File: src/rtl/psc_frame_pkg.sv
// Shared types, byte constants and CRC-8 (poly 0x07) step function for the PSC frame builder.
package psc_frame_pkg;

  localparam logic [7:0] PSC_SOP = 8'h3C;
  localparam logic [7:0] PSC_EOP = 8'hBC;

  typedef enum logic [2:0] {
    ST_IDLE,
    ST_SOP,
    ST_STATUS,
    ST_CTRL,
    ST_ADDR,
    ST_DATA,
    ST_CRC,
    ST_EOP
  } psc_frame_state_t;

  function automatic logic [7:0] crc8_07_byte(input logic [7:0] crc, input logic [7:0] data);
    logic [7:0] c;
    c = crc ^ data;
    for (int i = 0; i < 8; i++) begin
      c = c[7] ? ((c << 1) ^ 8'h07) : (c << 1);
    end
    return c;
  endfunction

endpackage

File: src/rtl/psc_frame_builder_crc8.sv
// Running CRC-8 register; crc_upd is the CRC including the byte currently on data,
// so the caller can present the final CRC on the same edge the last byte is accepted.
module psc_crc8
  import psc_frame_pkg::*;
(
  input  logic       clk,
  input  logic       reset,
  input  logic       clear,
  input  logic       enable,
  input  logic [7:0] data,
  output logic [7:0] crc_upd
);

  logic [7:0] crc_q;

  assign crc_upd = crc8_07_byte(crc_q, data);

  always_ff @(posedge clk or posedge reset) begin
    if (reset)       crc_q <= 8'h00;
    else if (clear)  crc_q <= 8'h00;
    else if (enable) crc_q <= crc_upd;
  end

endmodule

File: src/rtl/psc_frame_builder.sv
// Serialises one PSC trigger/status frame per accepted start onto a valid/ready byte stream.
// Optional feature: define PSC_FRAME_CRC8_EN for a real CRC-8 byte (otherwise the CRC byte is 8'h00).
//
// state     | meaning
// ST_IDLE   | no frame in flight
// ST_SOP    | presenting SOP
// ST_STATUS | presenting status (seq or 0)
// ST_CTRL   | presenting control byte
// ST_ADDR   | presenting address byte
// ST_DATA   | presenting payload byte byte_idx (MSB byte first)
// ST_CRC    | presenting CRC byte
// ST_EOP    | presenting EOP
module psc_frame_builder
  import psc_frame_pkg::*;
#(
  parameter int         DATA_BYTES = 4,
  parameter logic [7:0] CTRL_TRIG  = 8'h30
) (
  input  logic                    clk,
  input  logic                    reset,
  input  logic                    start,
  input  logic                    is_trigger_state,
  input  logic [7:0]              addr,
  input  logic [8*DATA_BYTES-1:0] payload,
  output logic [7:0]              out_data,
  output logic                    out_valid,
  input  logic                    out_ready,
  output logic                    out_sop,
  output logic                    out_eop,
  output logic                    busy,
  output logic                    status_byte_done
);

  localparam int IDX_W = (DATA_BYTES > 1) ? $clog2(DATA_BYTES) : 1;
  localparam logic [IDX_W-1:0] LAST_IDX = IDX_W'(DATA_BYTES - 1);

  psc_frame_state_t        state;
  logic [IDX_W-1:0]        byte_idx;
  logic [IDX_W-1:0]        next_idx;
  logic                    trig_q;
  logic [7:0]              addr_q;
  logic [8*DATA_BYTES-1:0] payload_q;
  logic [7:0]              seq;
  logic [7:0]              seq_nxt;
  logic [7:0]              crc_byte;
  logic                    hs;
  logic                    eop_hs;
  logic                    accept;

  assign hs       = out_valid && out_ready;
  assign eop_hs   = hs && (state == ST_EOP);
  // A start during the EOP handshake chains the next frame with no idle gap
  assign accept   = start && (!busy || eop_hs);
  assign seq_nxt  = (eop_hs && trig_q) ? seq + 8'd1 : seq;
  assign next_idx = byte_idx - 1'b1;

`ifdef PSC_FRAME_CRC8_EN
  logic crc_en;

  assign crc_en = hs && (state inside {ST_STATUS, ST_CTRL, ST_ADDR, ST_DATA});

  psc_crc8 u_crc8 (
    .clk     (clk),
    .reset   (reset),
    .clear   (accept),
    .enable  (crc_en),
    .data    (out_data),
    .crc_upd (crc_byte)
  );
`else
  assign crc_byte = 8'h00;
`endif

  always_ff @(posedge clk or posedge reset) begin
    if (reset) begin
      state            <= ST_IDLE;
      byte_idx         <= '0;
      trig_q           <= 1'b0;
      addr_q           <= 8'h00;
      payload_q        <= '0;
      seq              <= 8'h00;
      status_byte_done <= 1'b0;
      out_data         <= 8'h00;
      out_valid        <= 1'b0;
      out_sop          <= 1'b0;
      out_eop          <= 1'b0;
      busy             <= 1'b0;
    end else begin
      seq              <= seq_nxt;
      status_byte_done <= (seq_nxt == 8'hFF);
      if (accept) begin
        state     <= ST_SOP;
        trig_q    <= is_trigger_state;
        addr_q    <= addr;
        payload_q <= payload;
        out_data  <= PSC_SOP;
        out_valid <= 1'b1;
        out_sop   <= 1'b1;
        out_eop   <= 1'b0;
        busy      <= 1'b1;
      end else if (hs) begin
        case (state)
          ST_SOP: begin
            state    <= ST_STATUS;
            out_sop  <= 1'b0;
            out_data <= trig_q ? seq : 8'h00;
          end
          ST_STATUS: begin
            state    <= ST_CTRL;
            out_data <= trig_q ? CTRL_TRIG : 8'h00;
          end
          ST_CTRL: begin
            state    <= ST_ADDR;
            out_data <= addr_q;
          end
          ST_ADDR: begin
            state    <= ST_DATA;
            byte_idx <= LAST_IDX;
            out_data <= payload_q[{LAST_IDX, 3'b000} +: 8];
          end
          ST_DATA: begin
            if (byte_idx == '0) begin
              state    <= ST_CRC;
              out_data <= crc_byte;
            end else begin
              byte_idx <= next_idx;
              out_data <= payload_q[{next_idx, 3'b000} +: 8];
            end
          end
          ST_CRC: begin
            state    <= ST_EOP;
            out_data <= PSC_EOP;
            out_eop  <= 1'b1;
          end
          default: begin
            state     <= ST_IDLE;
            out_data  <= 8'h00;
            out_valid <= 1'b0;
            out_sop   <= 1'b0;
            out_eop   <= 1'b0;
            busy      <= 1'b0;
          end
        endcase
      end
    end
  end

endmodule

File: config.mk
export PLATFORM = sky130hd
export DESIGN_NAME = psc_frame_builder
export DESIGN_NICKNAME = d
export VERILOG_FILES = /design/src/rtl/psc_frame_pkg.sv /design/src/rtl/psc_frame_builder_crc8.sv /design/src/rtl/psc_frame_builder.sv
export SDC_FILE = /design/constraint.sdc
export NUM_CORES = 1
export LEC_CHECK = 0
export BUFFER_PORTS_ARGS = -buffer_cell sky130_fd_sc_hd__clkbuf_2
export CAP_MARGIN = 20
export CORE_ASPECT_RATIO = 0.75
export CORE_MARGIN = 2
export CORE_UTILIZATION = 55
export DETAILED_ROUTE_END_ITERATION = 12
export PLACE_DENSITY = 0.79
export SLEW_MARGIN = 0
export SYNTH_ARGS = -nofsm -noshare
export SYNTH_HDL_FRONTEND = slang
export SYNTH_SLANG_ARGS = --single-unit
File: constraint.sdc
create_clock -name clk -period 6.3 [get_ports clk]
set_input_delay 1.26 -clock clk [delete_from_list [all_inputs] [get_ports clk]]
set_output_delay 1.26 -clock clk [all_outputs]
set_load 0.01 [all_outputs]
== Word-level counts from Yosys, hierarchy flattened ==
Cells that the tools add are included.
Operators by class
  add/subtract/negate cells: 2
  equal/unequal tests: 13
  shift-type cells: 1
  mux-type cells: 22
  bitwise logic cells: 1
  reductions and logical operators: 17
Operator list (number)
  one-hot mux 8 bit (6 select lines): 1
  two-way mux 8 bit: 5
  variable part select 32 x 6 -> 8 bit: 1
  one-hot mux 3 bit (6 select lines): 1
  equality test 3 bit, second input constant: 4
  OR reduction 5 bit: 2
  two-way mux 3 bit: 3
  adder 8 x 1 -> 8 bit, second input constant: 1
  equality test 8 bit, second input constant: 1
  two-way mux 1 bit: 8
  AND reduction 2 bit: 4
  equality test 3 x 2 -> 1 bit, second input constant: 2
  two-way mux 6 bit: 1
  inequality test 2 x 1 -> 1 bit, second input constant: 3
  OR reduction 6 bit: 1
  logical AND 1 bit: 4
  one-hot mux 2 bit (2 select lines): 1
  AND reduction 4 bit: 1
  nonzero test 2 bit: 2
  equality test 3 x 1 -> 1 bit, second input constant: 1
  inequality test 3 bit, second input constant: 1
  zero test 2 bit: 1
  two-way mux 2 bit: 1
  inequality test 2 bit, second input constant: 1
  other kinds (5): 5
Word-level totals
  register bits: 66
  input port bits: 45
  output and inout port bits: 13
  word-level logic and storage cells: 67

== Depth between registers and ports, before layout ==
Gate-level depths: netlist of the first run.
  word-level depth: 6
  mapped depth: 8

== Worst setup path after synthesis of the first run ==
No wires, ideal clock.
  path type: in2reg
  start point: input port out_ready
  end point: register status_byte_done
  library setup time: 0.094 ns
  arrival time: 2.284 ns
  required time: 6.206 ns
  setup slack: 3.922 ns
  stages: 4
  path buffers: 0
  path through: nand4_1 > or4_4 > o21bai_1 > a221oi_2
On the way
  word-level cells in the longest chain between the ends: 5
Ends and longest elaborated chain
  from (decl): RTL line psc_frame_builder.sv:27  | input logic out_ready,
  logical AND 1 bit: RTL line psc_frame_builder.sv:50  | assign hs = out_valid && out_ready;
  logical AND 1 bit: RTL line psc_frame_builder.sv:51  | assign eop_hs = hs && (state == ST_EOP);
  logical AND 1 bit: RTL line psc_frame_builder.sv:54  | assign seq_nxt = (eop_hs && trig_q) ? seq + 8'd1 : seq;
  two-way mux 8 bit: RTL line psc_frame_builder.sv:54
  equality test 8 bit: RTL line psc_frame_builder.sv:90  | status_byte_done <= (seq_nxt == 8'hFF);
  to (signal assigned): RTL line psc_frame_builder.sv:90
  to (decl): RTL line psc_frame_builder.sv:31  | output logic status_byte_done
No other way between the ends.
A chain may end at the register's enable or synchronous reset.

== Worst setup path after layout of the first run ==
  start point: input port out_ready
  end point: register addr_q[0]
On the way
  word-level cells in the longest chain between the ends: 4
Ends and longest elaborated chain
  logical AND 1 bit: RTL line psc_frame_builder.sv:50
  logical AND 1 bit: RTL line psc_frame_builder.sv:51
  logical OR 1 bit: RTL line psc_frame_builder.sv:53  | assign accept = start && (!busy || eop_hs);
  logical AND 1 bit: RTL line psc_frame_builder.sv:53
  to (signal assigned): RTL line psc_frame_builder.sv:94  | addr_q <= addr;
  to (decl): RTL line psc_frame_builder.sv:41  | logic [7:0] addr_q;
No other way between the ends.

==> results of run 1 <==
==> power by group <==
part | leakage, nW | internal [mW] | switching (mW)
clock network | 0.143 | 0.335 | 0.163
registers | 0.801 | 0.605 | 0.172
logic | 0.836 | 0.325 | 0.243
total | 1.78 | 1.27 | 0.578
==> path summary, 6_finish.rpt <==
check	to	depth (start not counted)	slack (ns)	startpoint
max	addr_q[0]	5	3.69	out_ready
min	out_sop	2	0.48	out_sop
max reg2reg	addr_q[0]	4	3.80	state[1]
min reg2reg	out_sop	2	0.48	out_sop
max in group asynchronous	out_eop	3	4.65	reset
min in group asynchronous	payload_q[8]	3	1.12	reset
==> stage by stage <==
stage / cells / area [um2] / setup WS, ns
6_report: 404 / 3817 / 3.688
5_1_grt: 404 / 3817 / 3.582
4_1_cts: 404 / 3817 / 3.691
3_5_place_dp: 388 / 3532 / 3.323
3_3_place_gp: 388 / 3532 / 3.378
2_1_floorplan: 268 / 3199 / 3.385
==> kinds of logic after synthesis <==
group,count (synthesis)
fa+ha+maj,3
simple gates,68
compound gates,47
mux,51
buf+inv,24
xor+xnor,9
flops,66
==> tightest hold or removal path, stage by stage, from the launching register on <==
cell and delay [ns]:
dfrtp_1 0.35, nand2_1 0.05, nand2_1 0.05
==> area by class of cell <==
cell class                      instances  area [um2]  area share [%]
Sequential cell                        66        1652           43.26
Clock buffer                           12       165.2           4.326
Inverter                                6       22.52          0.5900
Tap cell                               78       97.59           2.557
Timing Repair Buffer                   60       307.8           8.063
Multi-Input combinational cell        178        1453           38.05
Clock inverter                          4       120.1           3.147
==> registers in the layout, summed over array words and instances (netlist names) <==
signal            flops
state                 3
out_eop               1
status_byte_done      1
payload_q            32
trig_q                1
busy                  1
out_data              8
out_sop               1
byte_idx              2
addr_q                8
seq                   8
==> per-layer routing <==
| layer | vias up | part of all wire [%] |
|---|---|---|
| met4 | 0 | 1.9 |
| met5 | - | 0 |
| met2 | 76 | 48 |
| met1 | 1145 | 44 |
| met3 | 15 | 6.4 |
| li1 | 1085 | - |
==> cells in the final DEF (no fill, tap or decap), types with 2 or more instances in the layout <==
master / instances
dfrtp_1: 66
clkbuf_2: 57
mux2_2: 34
nand2_1: 23
a21oi_1: 15
nor2_1: 13
clkbuf_8: 12
o21ai_0: 9
mux2_1: 8
mux4_2: 8
nor3_1: 6
xor2_1: 6
inv_1: 5
a222oi_1: 4
a21o_1: 4
nand3_1: 4
bufinv_16: 4
nand4_1: 3
and2_1: 3
and3_1: 3
xnor2_1: 3
ha_1: 3
buf_4: 3
nor3b_1: 2
a22oi_1: 2
a31oi_1: 2
nor2b_1: 2
a221oi_1: 2
o21ai_1: 2
o21bai_1: 2
==> metrics.yaml, run 1 <==
cp_max_fo: 42
nets: 369
maxCapViolCount: 0
max_slew.worst_pin.slew_ns: 0.8136
whs_ns: 0.4839
grt_pass1_wl_um: 11570
drt_pass1_iterations: 5
avgSynthCellArea_um2: 11.94
ys_types: 45
cts_resized: 0
hold_viol: 0
io_buffers: 57
setup_tns_ns: 0
clockBufferDepth: 2
grt_pass1_vias: 2366
crit_family: "buffers and inverters"
drc: 0
worst_setup_path_end_kind: "flop"
cp-start-kind: "input port"
path_buf_inv: 2
die_h_um: 70.05
met1_usage_pct: 31.35
fp.coreArea_um2: 5705
synth_top_family_by_area: "multiplexers"
yosys.area.top_type: "dfrtp_1"
slew_violations: 0
syn_inst: 268
power_density_nw_per_um2: 483.0
async_flop_share_pct: 100.0
synth_edf_count: 0
critical_path_class: "in -> reg"
drive_gt1_share_pct: 37.73
cts_root_buffer: "clkbuf_8"
crit_slowest_cell: "buf_4"
path_cells: "clkbuf_2 -> nand4_1 -> a21boi_4 -> buf_4 -> mux2_2"
vdd_drop_max_v: 0.0002471
synth_compound_area_share_pct: 9.660
period_minus_slack_ns: 2.612
start_util_pct: 56.07
dieArea_um2: 6449
cts_buffers: 9
crit_arrival_ns: 2.85
clock_sinks: 66
yosysSeqAreaShare_pct: 51.62
diodes: 0
muxShareOfSynthArea_pct: 20.73
wirelength_um: 6827
place.gp.congestion: 0.8291
synth_area_leaders: "dfrtp_1 52%, mux2_2 12%, mux4_2 5.6%, mux2_1 2.8%, nand2_1 2.7%"
insertion_delay_ns: 0.36
yosys_most_used_dff: "dfrtp_1"
htreeDepth: 3
grt_max_degree: 67
synth_fp_nets: 316
max_stage_delay_ns: 0.50
dr_total_vias: 2321
wl_per_cell_um: 16.90
busiest_layer: "met2"
status: "complete, no violations"
yosysWarningCount: 0
setup_viol: 0
finish.utilization_pct: 66.91
period_share_pct: 41.46
synth_top_area_share_pct: 51.62
grt_overflow: 0
antenna_found_initial: 0
rows: 24
cts.clk_slew.worst_paths_ns: 0.07
fillers: 451
cts_setup_buffers: 0
grt_use_met3_pct: 9.061
fmax_mhz: 382.9
tritoncts: "yes"
track_usage_pct: 23.65
finClkSkew_ns: 0.007261
relSlewSlack_pct: 45.76
synth.most_common_cell: "dfrtp_1"
syn2layout_area_growth_pct: 19.32
synthXorXnorAreaFrac_pct: 2.464
crit_required_ns: 6.54
grt_setup_unrepaired: "false"
io_pins: 58
detail-route-antenna-nets: 0
fp.dieW_um: 92.07
netlist_area_um2: 3199
total_power_mw: 1.844
power.leakage_nw: 1.780
synth_commonest_cells: "66 x dfrtp_1, 34 x mux2_2, 23 x nand2_1"
holdCritPathClass: "reg -> reg"
synthSimpleGateAreaFrac_pct: 11.03
drt_iter0_drc: 193
ys_ff_latch: 66
dp_hpwl_um: 4692
routed_via_density: 5.745
hold_buffers: 0
use_met2_pct: 36.36
synth_fa_ha_area_share_pct: 1.173
Note: power is estimated with default switching activity, not from simulation.
==> inputs of run 2 (changes only) <==
==> constraint.sdc (replaced) <==
create_clock -name clk -period 2.6 [get_ports clk]
set_input_delay 0.52 -clock clk [delete_from_list [all_inputs] [get_ports clk]]
set_output_delay 0.52 -clock clk [all_outputs]
set_load 0.01 [all_outputs]
==> run 2 against run 1 <==
Against the previous run: combinational power rose to 2.7 times the previous value; clock skew up 0.0065 ns; non-clock buffer count up 5; setup slack worse by 3.1 ns; final cell count up 1.2%; die area unchanged; design area down 0.72%; utilization down 0.48 points; critical path type is now reg -> reg.
==> metrics.yaml, run 2 (same netlist as run 1, synthesis figures left out) <==
relSlewSlack_pct: 65.97
wl_per_cell_um: 16.98
antenna_found_initial: 0
power.leakage_nw: 1.762
grt_pass1_vias: 2410
drt_pass1_iterations: 4
dr_total_vias: 2362
finClkSkew_ns: 0.01372
cts.clk_slew.worst_paths_ns: 0.07
switchingPower_mw: 1.433
largest_register: "payload_q"
layout_commonest_cell: "dfrtp_1"
fmax_mhz: 508.0
clock_sinks: 66
track_usage_pct: 23.59
fillers: 451
start_util_pct: 56.07
insertion_delay_ns: 0.36
status: "complete, no violations"
total_power_mw: 4.175
grt_pass1_wl_um: 11670
critical_path_class: "reg -> reg"
diodes: 0
clockBufferDepth: 2
largest_register_ffs: 32
io_buffers: 57
detail-route-antenna-nets: 0
path_cells: "buf_4 -> and4bb_1 -> a222oi_1 -> a21oi_1 -> a21o_1"
grt_setup_unrepaired: "false"
final_cell_mix: "66 x dfrtp_1, 57 x clkbuf_2, 34 x mux2_2"
hold_viol: 0
drive_gt1_share_pct: 38.37
syn2layout_area_growth_pct: 18.46
vdd_drop_max_v: 0.0005665
p_int_mw: 2.742
crit_required_ns: 2.84
rows: 24
dp_hpwl_um: 4908
dieArea_um2: 6449
routed_via_density: 5.775
tritoncts: "yes"
nets: 374
place.gp.congestion: 0.8642
power_density_nw_per_um2: 1102
period_share_pct: 75.71
cts_root_buffer: "clkbuf_8"
cp-start-kind: "flop"
hold_buffers: 0
io_pins: 58
combPwrFrac_pct: 36.1
grt_max_degree: 67
fp.coreArea_um2: 5705
grt_overflow: 0
crit_arrival_ns: 2.20
p_seq_share_pct: 43.6
wirelength_um: 6946
fp.dieW_um: 92.07
holdCritPathClass: "in -> async"
drt_iter0_drc: 209
worst_setup_path_end_kind: "flop"
cts_setup_buffers: 0
max_slew.worst_pin.slew_ns: 0.5086
cp_max_fo: 17
cts_buffers: 9
max_stage_delay_ns: 0.65
crit_slowest_cell: "dfrtp_1"
htreeDepth: 3
slew_violations: 0
clockPowerShare_pct: 20.3
cts_resized: 0
period_minus_slack_ns: 1.968
setup_tns_ns: 0
maxCapViolCount: 0
die_h_um: 70.05
p_sw_share_pct: 34.32
setup_viol: 0
drc: 0
[run 2: cell types whose count changed in the layout (fill, tap and decap cells not counted), moves of 2 or more]
| cell | delta |
|---|---|
| clkbuf_8 | -3 |
| bufinv_16 | -3 |
| buf_12 | +2 |
| clkinv_4 | +2 |
| clkinvlp_4 | +2 |
| buf_4 | +3 |
[run 2: cell type report]
cell class / instances / area (um2) / share of cell area [%]
Multi-Input combinational cell: 178 / 1453 / 38.33
Inverter: 6 / 22.52 / 0.5943
Clock inverter: 6 / 67.56 / 1.783
Clock buffer: 10 / 127.6 / 3.367
Sequential cell: 66 / 1652 / 43.58
Tap cell: 78 / 97.59 / 2.575
Timing Repair Buffer: 65 / 370.4 / 9.772
[run 2: layer usage]
metal,vias to the layer above,GRT usage (%),part of all wire [%]
li1,1094,-,-
met1,1185,33.82,44
met2,70,35.13,48
met3,13,6.041,5.9
met4,0,8.789,1.7
met5,-,0,0
[run 2: path summary, 6_finish.rpt]
path                       slack (ns)     startpoint  depth (start not counted)       endpoint
hold / removal                   0.21          reset                          3   payload_q[0]
setup reg to reg                 0.63       state[1]                          5    out_data[7]
setup / recovery                 0.63       state[1]                          5    out_data[7]
min in group clk                 0.38     payload[6]                          2   payload_q[6]
max in group asynchronous        2.10          reset                          3  payload_q[20]
hold reg to reg                  0.49  payload_q[22]                          1  payload_q[22]
[run 2: worst max-delay path, delay by kind of cell, from the launching register on]
family | cells | cell delay (ns)
flip-flops | 1 | 0.65
AO/OA/AOI/OAI | 3 | 0.66
AND/OR/NAND/NOR | 1 | 0.30
buffers and inverters | 1 | 0.25
[run 2: power groups by stage]
stage | Sequential, mW | Clock (mW) | Combinational (mW)
final | 1.82 | 0.847 | 1.51
after global routing | 1.88 | 0.903 | 1.66
after CTS | 1.82 | 0.859 | 1.52
after detailed placement | 1.83 | 0 | 1.51
after global placement | 1.81 | 0 | 1.45
after floorplan | 1.70 | 0 | 1.18
[run 2: metrics by stage]
step                setup slack, ns  util (%)  cell area (um2)  cells  hold WS, ns
floorplan                    0.4252         -             3199    268       0.4524
global placement             0.7549     63.00             3595    393       0.4638
detailed placement           0.6687     63.00             3595    393       0.4718
CTS                          0.6348     66.43             3790    409       0.2210
global route                 0.4851     66.43             3790    409       0.2440
finish                       0.6316     66.43             3790    409       0.2089
==> inputs of run 3 (changes only) <==
==> constraint.sdc (replaced) <==
create_clock -name clk -period 2 [get_ports clk]
set_input_delay 0.4 -clock clk [delete_from_list [all_inputs] [get_ports clk]]
set_output_delay 0.4 -clock clk [all_outputs]
set_load 0.01 [all_outputs]
==> run 3 against run 2 <==
Against the previous run: setup slack got worse by 0.40 ns; clock-buffer cell count rose by 2; clock power rose by 53%; final cell count rose by 0.73%; routed wire length fell by 2.9%; global-route usage fell by 0.75 points; non-clock buffer count rose by 3; via count fell by 0.85%; register-to-register slack got worse by 0.40 ns; die area did not move; critical path depth fell by 1; critical path type unchanged; critical endpoint is now status_byte_done; highest routed layer unchanged.
==> metrics.yaml, run 3 (same netlist as run 1, synthesis figures left out) <==
fp.coreArea_um2: 5705
start_util_pct: 56.07
cts_setup_buffers: 0
fillers: 442
setup_viol: 0
routed_via_density: 5.684
total_power_mw: 5.663
dr_total_vias: 2342
max_slew.worst_pin.slew_ns: 0.5186
cts_resized: 0
diodes: 0
vdd_drop_max_v: 0.0007259
finClkSkew_ns: 0.01111
grt_overflow: 0
io_buffers: 57
reg2reg_to: "status_byte_done"
drt_pass1_iterations: 4
rows: 24
place.gp.congestion: 0.8743
largest_register: "payload_q"
wirelength_um: 6742
cp_max_fo: 11
crit_required_ns: 2.25
crit_slowest_cell: "dfrtp_1"
dp_hpwl_um: 4907
insertion_delay_ns: 0.34
path_cells: "nand4_1 -> or4_4 -> o21bai_1 -> a221oi_2"
slew_violations: 0
grt_setup_unrepaired: "false"
holdCritPathClass: "in -> async"
cts.clk_slew.worst_paths_ns: 0.07
critical_path_class: "reg -> reg"
hold_viol: 0
relSlewSlack_pct: 65.30
grt_pass1_wl_um: 11320
final_cell_mix: "66 x dfrtp_1, 57 x clkbuf_2, 34 x mux2_2"
cts_root_buffer: "clkbuf_8"
syn2layout_area_growth_pct: 21.00
wl_per_cell_um: 16.36
worst_setup_path_end_kind: "flop"
period_minus_slack_ns: 1.768
placedCellCount: 396
hold_buffers: 0
path_buf_inv: 0
drt_iter0_drc: 235
cp-start-kind: "flop"
detail-route-antenna-nets: 0
worstReg2RegStart: "state[2]"
pre_cts_slack_ns: 0.2501
crit_arrival_ns: 2.02
final_cells: 412
fp.dieW_um: 92.07
power.leakage_nw: 1.803
maxCapViolCount: 0
track_usage_pct: 22.84
io_pins: 58
layout_commonest_cell: "dfrtp_1"
r2r_slack_ns: 0.23
power_density_nw_per_um2: 1463
finalWorstSetupSlack_ns: 0.2316
drive_gt1_share_pct: 39.22
tritoncts: "yes"
status: "complete, no violations"
reg2regPathDepth: 4
grt_pass1_vias: 2367
fmax_mhz: 565.5
cts_buffers: 9
antenna_found_initial: 0
period_share_pct: 88.42
grt_max_degree: 67
clock_sinks: 66
htreeDepth: 3
max_stage_delay_ns: 0.53
finish.utilization_pct: 67.85
dieArea_um2: 6449
drc: 0
clockBufferDepth: 2
nets: 377
crit_family: "simple AND/OR/NAND/NOR gates"
die_h_um: 70.05
largest_register_ffs: 32
run 3: stage by stage:
step / TNS, ns / cell area, um2 / hold slack [ns]
finish: 0 / 3871 / 0.1007
global route: 0 / 3871 / 0.1528
CTS: 0 / 3871 / 0.1336
detailed placement: 0 / 3633 / 0.4745
global placement: 0 / 3633 / 0.4640
floorplan: -0.006757 / 3204 / 0.4524
run 3: worst max path at each step:
| stage | from | end | slack [ns] | cells after the start |
|---|---|---|---|---|
| floorplan | byte_idx[0] | out_data[7] | -0.007 | 8 |
| global placement | out_ready | status_byte_done | 0.29 | 5 |
| detailed placement | byte_idx[1] | out_data[7] | 0.25 | 6 |
| CTS | byte_idx[1] | out_data[7] | 0.23 | 6 |
| global route | state[2] | status_byte_done | 0.08 | 4 |
| finish | state[2] | status_byte_done | 0.23 | 4 |
run 3: cell type report:
cell class | count | area, um2 | area share, %
clock buffer | 12 | 165.2 | 4.266
clock inverter | 4 | 72.57 | 1.875
inverter | 6 | 26.28 | 0.6787
multi-input combinational | 178 | 1453 | 37.52
sequential | 66 | 1652 | 42.66
tap | 78 | 97.59 | 2.521
timing repair buffer | 68 | 405.4 | 10.47
run 3: worst min-delay path, delay by kind of cell:
kind     cells  cell delay [ns]
buf+inv      3             0.45
run 3: layer usage:
metal	vias to the layer above	share of wire [%]	GRT usage [%]
li1	1111	-	-
met1	1150	45	31.20
met2	71	46	34.23
met3	10	7.2	8.198
met4	0	1.1	7.960
met5	-	0	0
run 3: power breakdown:
| part | internal (mW) | total, mW | switching, mW |
|---|---|---|---|
| Sequential | 1.91 | 2.32 | 0.411 |
| Clock | 0.802 | 1.30 | 0.499 |
| Combinational | 1.13 | 2.04 | 0.912 |
| Total | 3.84 | 5.66 | 1.82 |
